===== config.mk =====
export PLATFORM = sky130hd
export DESIGN_NAME = wave_gen_flat
export DESIGN_NICKNAME = d
export VERILOG_FILES = /design/src/rtl/wave_gen_if.sv /design/src/rtl/wave_gen.sv /design/src/flat_wrapper.sv
export SDC_FILE = /design/constraint.sdc
export NUM_CORES = 1
export LEC_CHECK = 0
export CORE_MARGIN = 3
export CORE_UTILIZATION = 35
export CTS_BUF_LIST = sky130_fd_sc_hd__clkbuf_4 sky130_fd_sc_hd__clkbuf_8
export DETAILED_ROUTE_END_ITERATION = 8
export PLACE_DENSITY = 0.7
export SYNTH_ARGS = -nofsm -noshare
export SYNTH_HDL_FRONTEND = slang
export SYNTH_SLANG_ARGS = --single-unit

===== constraint.sdc =====
create_clock -name Clock -period 2 [get_ports Clock]
set_input_delay 0.6 -clock Clock [delete_from_list [all_inputs] [get_ports Clock]]
set_output_delay 0.6 -clock Clock [all_outputs]
set_load 0.02 [all_outputs]

===== src/rtl/wave_gen_if.sv =====
// Control and sample bundle for wave_gen: gate requests, frequency/shape controls
// and the registered output sample.
interface wave_gen_if #(
    parameter int WAVE_DEPTH = 8
) ();
    logic                  GateOpen;
    logic                  GateClose;
    logic [WAVE_DEPTH-1:0] Incr;
    logic [1:0]            WaveType;
    logic [WAVE_DEPTH-1:0] PulseWidth;
    logic [WAVE_DEPTH-1:0] Waveform;

    modport master (
        output GateOpen, GateClose, Incr, WaveType, PulseWidth,
        input  Waveform
    );

    modport slave (
        input  GateOpen, GateClose, Incr, WaveType, PulseWidth,
        output Waveform
    );
endinterface


===== src/rtl/wave_gen.sv =====
// Gated phase-accumulator waveform generator (saw, pulse, triangle, reverse saw).
// Optional amplitude envelope is compiled in with WAVE_GEN_ENVELOPE_EN.
module wave_gen #(
    parameter int WAVE_DEPTH = 8
) (
    input  logic        Clock,
    input  logic        Reset,
    wave_gen_if.slave   bus
);
    localparam int D = WAVE_DEPTH;

    logic         r_gate;
    logic [D-1:0] r_phase;
    logic [D-1:0] r_wave;
    logic [D-1:0] w_tri;
    logic [D-1:0] w_shape;
    logic [D-1:0] w_next_wave;
    logic         w_run;

    always_comb begin
        w_tri   = {r_phase[D-2:0], 1'b0};
        w_shape = '0;
        case (bus.WaveType)
            2'b00:   w_shape = r_phase;
            2'b01:   w_shape = (r_phase < bus.PulseWidth) ? '1 : '0;
            2'b10:   w_shape = r_phase[D-1] ? ~w_tri : w_tri;
            default: w_shape = ~r_phase;
        endcase
    end

`ifdef WAVE_GEN_ENVELOPE_EN
    logic [D-1:0]   r_env;
    logic [2*D-1:0] w_prod;

    // Full-scale envelope bypasses the multiply so the peak reaches all-ones.
    always_comb begin
        w_prod      = w_shape * r_env;
        w_next_wave = (&r_env) ? w_shape : w_prod[2*D-1:D];
        w_run       = r_gate | (r_env != '0);
    end

    always_ff @(posedge Clock or posedge Reset) begin
        if (Reset) begin
            r_env <= '0;
        end else if (r_gate) begin
            if (!(&r_env)) r_env <= r_env + 1'b1;
        end else if (r_env != '0) begin
            r_env <= r_env - 1'b1;
        end
    end
`else
    always_comb begin
        w_next_wave = r_gate ? w_shape : '0;
        w_run       = r_gate;
    end
`endif

    // Open beats close; phase only advances on edges with no gate request.
    always_ff @(posedge Clock or posedge Reset) begin
        if (Reset) begin
            r_gate  <= 1'b0;
            r_phase <= '0;
            r_wave  <= '0;
        end else begin
            if (bus.GateOpen) begin
                r_gate  <= 1'b1;
                r_phase <= '0;
            end else if (bus.GateClose) begin
                r_gate  <= 1'b0;
            end else if (w_run) begin
                r_phase <= r_phase + bus.Incr;
            end
            r_wave <= w_next_wave;
        end
    end

    assign bus.Waveform = r_wave;
endmodule


===== src/flat_wrapper.sv =====
// flat-port wrapper written by rule: the top's interface ports become plain ports
module wave_gen_flat 
#(
    parameter int WAVE_DEPTH = 8
)
  (Clock, Reset, bus_GateOpen, bus_GateClose, bus_Incr, bus_WaveType, bus_PulseWidth, bus_Waveform);
  wave_gen_if #(.WAVE_DEPTH(WAVE_DEPTH)) bus_i ();
  input  logic Clock;
  input  logic Reset;
  input wire logic [$bits(bus_i.GateOpen)-1:0] bus_GateOpen;
  input wire logic [$bits(bus_i.GateClose)-1:0] bus_GateClose;
  input wire logic [$bits(bus_i.Incr)-1:0] bus_Incr;
  input wire logic [$bits(bus_i.WaveType)-1:0] bus_WaveType;
  input wire logic [$bits(bus_i.PulseWidth)-1:0] bus_PulseWidth;
  output wire logic [$bits(bus_i.Waveform)-1:0] bus_Waveform;
  assign bus_i.GateOpen = bus_GateOpen;
  assign bus_i.GateClose = bus_GateClose;
  assign bus_i.Incr = bus_Incr;
  assign bus_i.WaveType = bus_WaveType;
  assign bus_i.PulseWidth = bus_PulseWidth;
  assign bus_Waveform = bus_i.Waveform;
  wave_gen #(.WAVE_DEPTH(WAVE_DEPTH)) u_core (.Clock(Clock), .Reset(Reset), .bus(bus_i));
endmodule

==> flow_metrics.env <==
export IMPL_peakVddDrop_mv=0.2828
export IMPL_ys_seq_elements=17
export IMPL_syn_nets=199
export IMPL_final_antenna_net_count=0
export IMPL_n_antenna_cell=0
export IMPL_timing_final_crit_share_pct=97.98
export IMPL_ios=30
export IMPL_die_y_um=70.15
export IMPL_worstSetupEndpoint="u_core.r_phase[6]"
export IMPL_ys_flop_type="dfrtp_1"
export IMPL_cts_tree="built"
export IMPL_crit_buf_inv=1
export IMPL_rr_startpoint="u_core.r_phase[3]"
export IMPL_clock_latency_ns=0.26
export IMPL_synthArstFlopShare_pct=100.0
export IMPL_syn_avg_cell_area_um2=8.890
export IMPL_overflow=0
export IMPL_path_clk_slew_ns=0.07
export IMPL_startpoint="bus_Incr[0]"
export IMPL_crit_chain="dlygate4sd2_1 > ha_4 > fa_2 > a21o_4 > a211oi_4 > or3_1 > nand3_1"
export IMPL_yosysWarnings=0
export IMPL_coreArea_um2=3799
export IMPL_synth_edff_count=0
export IMPL_status="finished, final reports clean"
export IMPL_crit_cells=7
export IMPL_antenna_found_initial=0
export IMPL_place_congestion=0.7968
export IMPL_drt_iter0_markers=168
export IMPL_worstPathRequired_ns=2.14
export IMPL_skew_ns=0.001217
export IMPL_synthCells=162
export IMPL_drc=0
export IMPL_global_route_usage_total_pct=15.35
export IMPL_grt_max_degree=20
export IMPL_hpwl_um=2661
export IMPL_h_tree_depth=1
export IMPL_finalCriticalPeriod_ns=1.960
export IMPL_synth_area_leaders="dfrtp_1 30%, ha_1 12%, o21ai_0 4.9%, xor2_1 3.6%, nand2_1 3.4%"
export IMPL_slew_viol_final=0
export IMPL_fmaxAchievable_mhz=510.3
export IMPL_grt_pass1_vias=1331
export IMPL_path_class="in2reg"
export IMPL_timing_rr_end="u_core.r_phase[7]"
export IMPL_clock_sinks=17
export IMPL_reg2reg_depth=5
export IMPL_pre_cts_slack_ns=-0.5414
export IMPL_worst_pin_slew_ns=0.4441
export IMPL_rows=22
export IMPL_setup_slack_ns=0.04046
export IMPL_finalNetCount=252
export IMPL_synth_area_um2=1440
export IMPL_p_leak_nw=1.050
export IMPL_firstDrtPassIters=4
export IMPL_synth_top_area_cell="dfrtp_1"
export IMPL_cts_root_buf="clkbuf_8"
export IMPL_cts_hold_buf=0
export IMPL_clock_path_buffers=2
export IMPL_routed_via_count=1403
export IMPL_maxCapViolations=0
export IMPL_slowest_delay_ns=0.40
export IMPL_vias_per_cell=5.355
export IMPL_start_util_pct=37.91
export IMPL_critPathCaptureType="flip-flop"
export IMPL_cpMaxStageDelayCell="fa_2"
export IMPL_p_per_area_nw_per_um2=632.2
export IMPL_drive_gt1_share_pct=30.84
export IMPL_port_buffers=29
export IMPL_slew_headroom_pct=70.39
export IMPL_wl_per_cell_um=14.24
export IMPL_synth_top_area_share_pct=29.54
export IMPL_ys_seq_area_share_pct=29.54
export IMPL_r2r_slack_ns=0.15
export IMPL_hold_slack_ns=0.6588
export IMPL_area_growth_pct=52.22
export IMPL_critPathTopFamily="adder cells"
export IMPL_dieWidth_um=70.15
export IMPL_setup_viol_count_final=0
export IMPL_cts_made_buffers=3
export IMPL_postRouteWirelength_um=3731
export IMPL_die_area_um2=4920
export IMPL_cp_arrival_ns=2.10
export IMPL_hp_class="in2async"
export IMPL_cp_max_fo=3
export IMPL_startpoint_type="input pin"
export IMPL_fillers=348
export IMPL_hold_violations=0
export IMPL_grt_pass1_wl_um=6210
export IMPL_synth_distinct_cells=40
==> layout make-up <==
class                           instances  area [µm²]  share of cell area [%]
Sequential cell                        17       425.4                   19.41
Multi-Input combinational cell        124        1107                   50.51
Clock buffer                            3       41.29                   1.884
Clock inverter                          1       5.005                  0.2283
Tap cell                               48       60.06                   2.740
Timing Repair Buffer                   57       508.0                   23.17
Inverter                               12       45.04                   2.055
==> registers in the layout (all words and copies together) (netlist names) <==
| signal | flops |
|---|---|
| u_core.r_phase | 8 |
| u_core.r_gate | 1 |
| u_core.bus.Waveform | 8 |
==> power breakdown <==
part / switching (W) / internal (W) / leakage (nW)
sequential: 0.0000519 / 0.000393 / 0.219
clock: 0.000125 / 0.000138 / 0.0255
combinational: 0.000331 / 0.000346 / 0.806
total: 0.000508 / 0.000878 / 1.05
==> repair_timing <==
| item | 4_1_cts | 5_1_grt |
|---|---|---|
| cloned | 0 | 0 |
| buffers inserted | 2 | 0 |
| pin swaps | 26 | 16 |
| gates resized for setup | 32 | 15 |
| setup endpoints to repair | 11 | 6 |
==> cells by family after synthesis <==
logic type | synth area share (%)
AOI/OAI and AO/OA | 25.89
xor gates and xnor gates | 6.081
adders and majority gates | 13.55
buffers and inverters | 7.819
DFF | 29.54
and+or+nand+nor | 17.11
==> per-stage QoR <==
| step | power (W) | std cells | util (%) | area (µm²) | setup TNS, ns |
|---|---|---|---|---|---|
| 5_1_grt | 0.001478 | 262 | 57.71 | 2192 | -0.04694 |
| 2_1_floorplan | 0.0008003 | 162 | - | 1445 | -0.001158 |
| 4_1_cts | 0.001350 | 262 | 55.60 | 2112 | -0.004070 |
| 3_3_place_gp | 0.001007 | 256 | 50.63 | 1923 | -4.616 |
| 6_report | 0.001386 | 262 | 57.71 | 2192 | 0 |
| 3_5_place_dp | 0.001021 | 256 | 50.63 | 1923 | -4.858 |
==> tightest hold or removal path, cell delays in order <==
cell and delay [ns]:
clkdlybuf4s50_1 0.40, inv_1 0.05, buf_4 0.24
==> worst min path at each step <==
stage,from,endpoint,cells after the start
3_5_place_dp,u_core.r_phase[0],u_core.r_phase[0],3
3_3_place_gp,u_core.r_phase[0],u_core.r_phase[0],3
4_1_cts,Reset,u_core.bus.Waveform[6],3
5_1_grt,Reset,u_core.bus.Waveform[1],3
2_1_floorplan,Reset,u_core.bus.Waveform[0],1
6_report,Reset,u_core.bus.Waveform[4],3
==> synthesized netlist by cell type (3+ instances only) <==
cell and number:
a21oi_1 9, xor2_1 6, nor2b_1 3, nand3_1 7, inv_1 12, o21ai_0 14, a211oi_1 5, a21o_1 3
o211a_1 4, nor2_1 9, o211ai_1 6, clkbuf_1 3, buf_6 4, nand2_1 13, xnor2_1 4, dfrtp_1 17
ha_1 14
==> cell usage in the layout, fill, tap and decap left out, types with 2 or more instances in the layout <==
cell,netlist,final
ha_1,14,5
o21ai_0,14,12
and3_2,2,2
nand2_2,0,2
ha_4,0,9
dfrtp_1,17,17
a211oi_1,5,3
o211a_1,4,4
a21oi_1,9,7
nor2b_1,3,3
buf_6,4,2
and3_1,2,2
o311a_4,0,2
clkdlybuf4s50_1,0,17
xnor2_1,4,4
o21ai_2,0,2
inv_2,0,4
inv_1,12,8
xor2_1,6,6
dlymetal6s2s_1,0,4
dlygate4sd2_1,0,8
or3_1,2,2
o211ai_1,6,6
a22o_1,2,2
clkbuf_8,0,3
nand3_1,7,7
buf_4,0,26
nand2_1,13,11
a21oi_2,1,2
nor2_1,9,8
a21o_1,3,3
==> per-layer routing <==
| metal | wire, µm | GRT usage [%] | share of wire (%) |
|---|---|---|---|
| met1 | 1609 | 20.26 | 43 |
| met2 | 1896 | 24.97 | 51 |
| met3 | 181 | 3.309 | 4.9 |
| met4 | 44 | 4.681 | 1.2 |
| met5 | 0 | 0 | 0 |
Note: power is estimated with default switching activity, not from simulation.
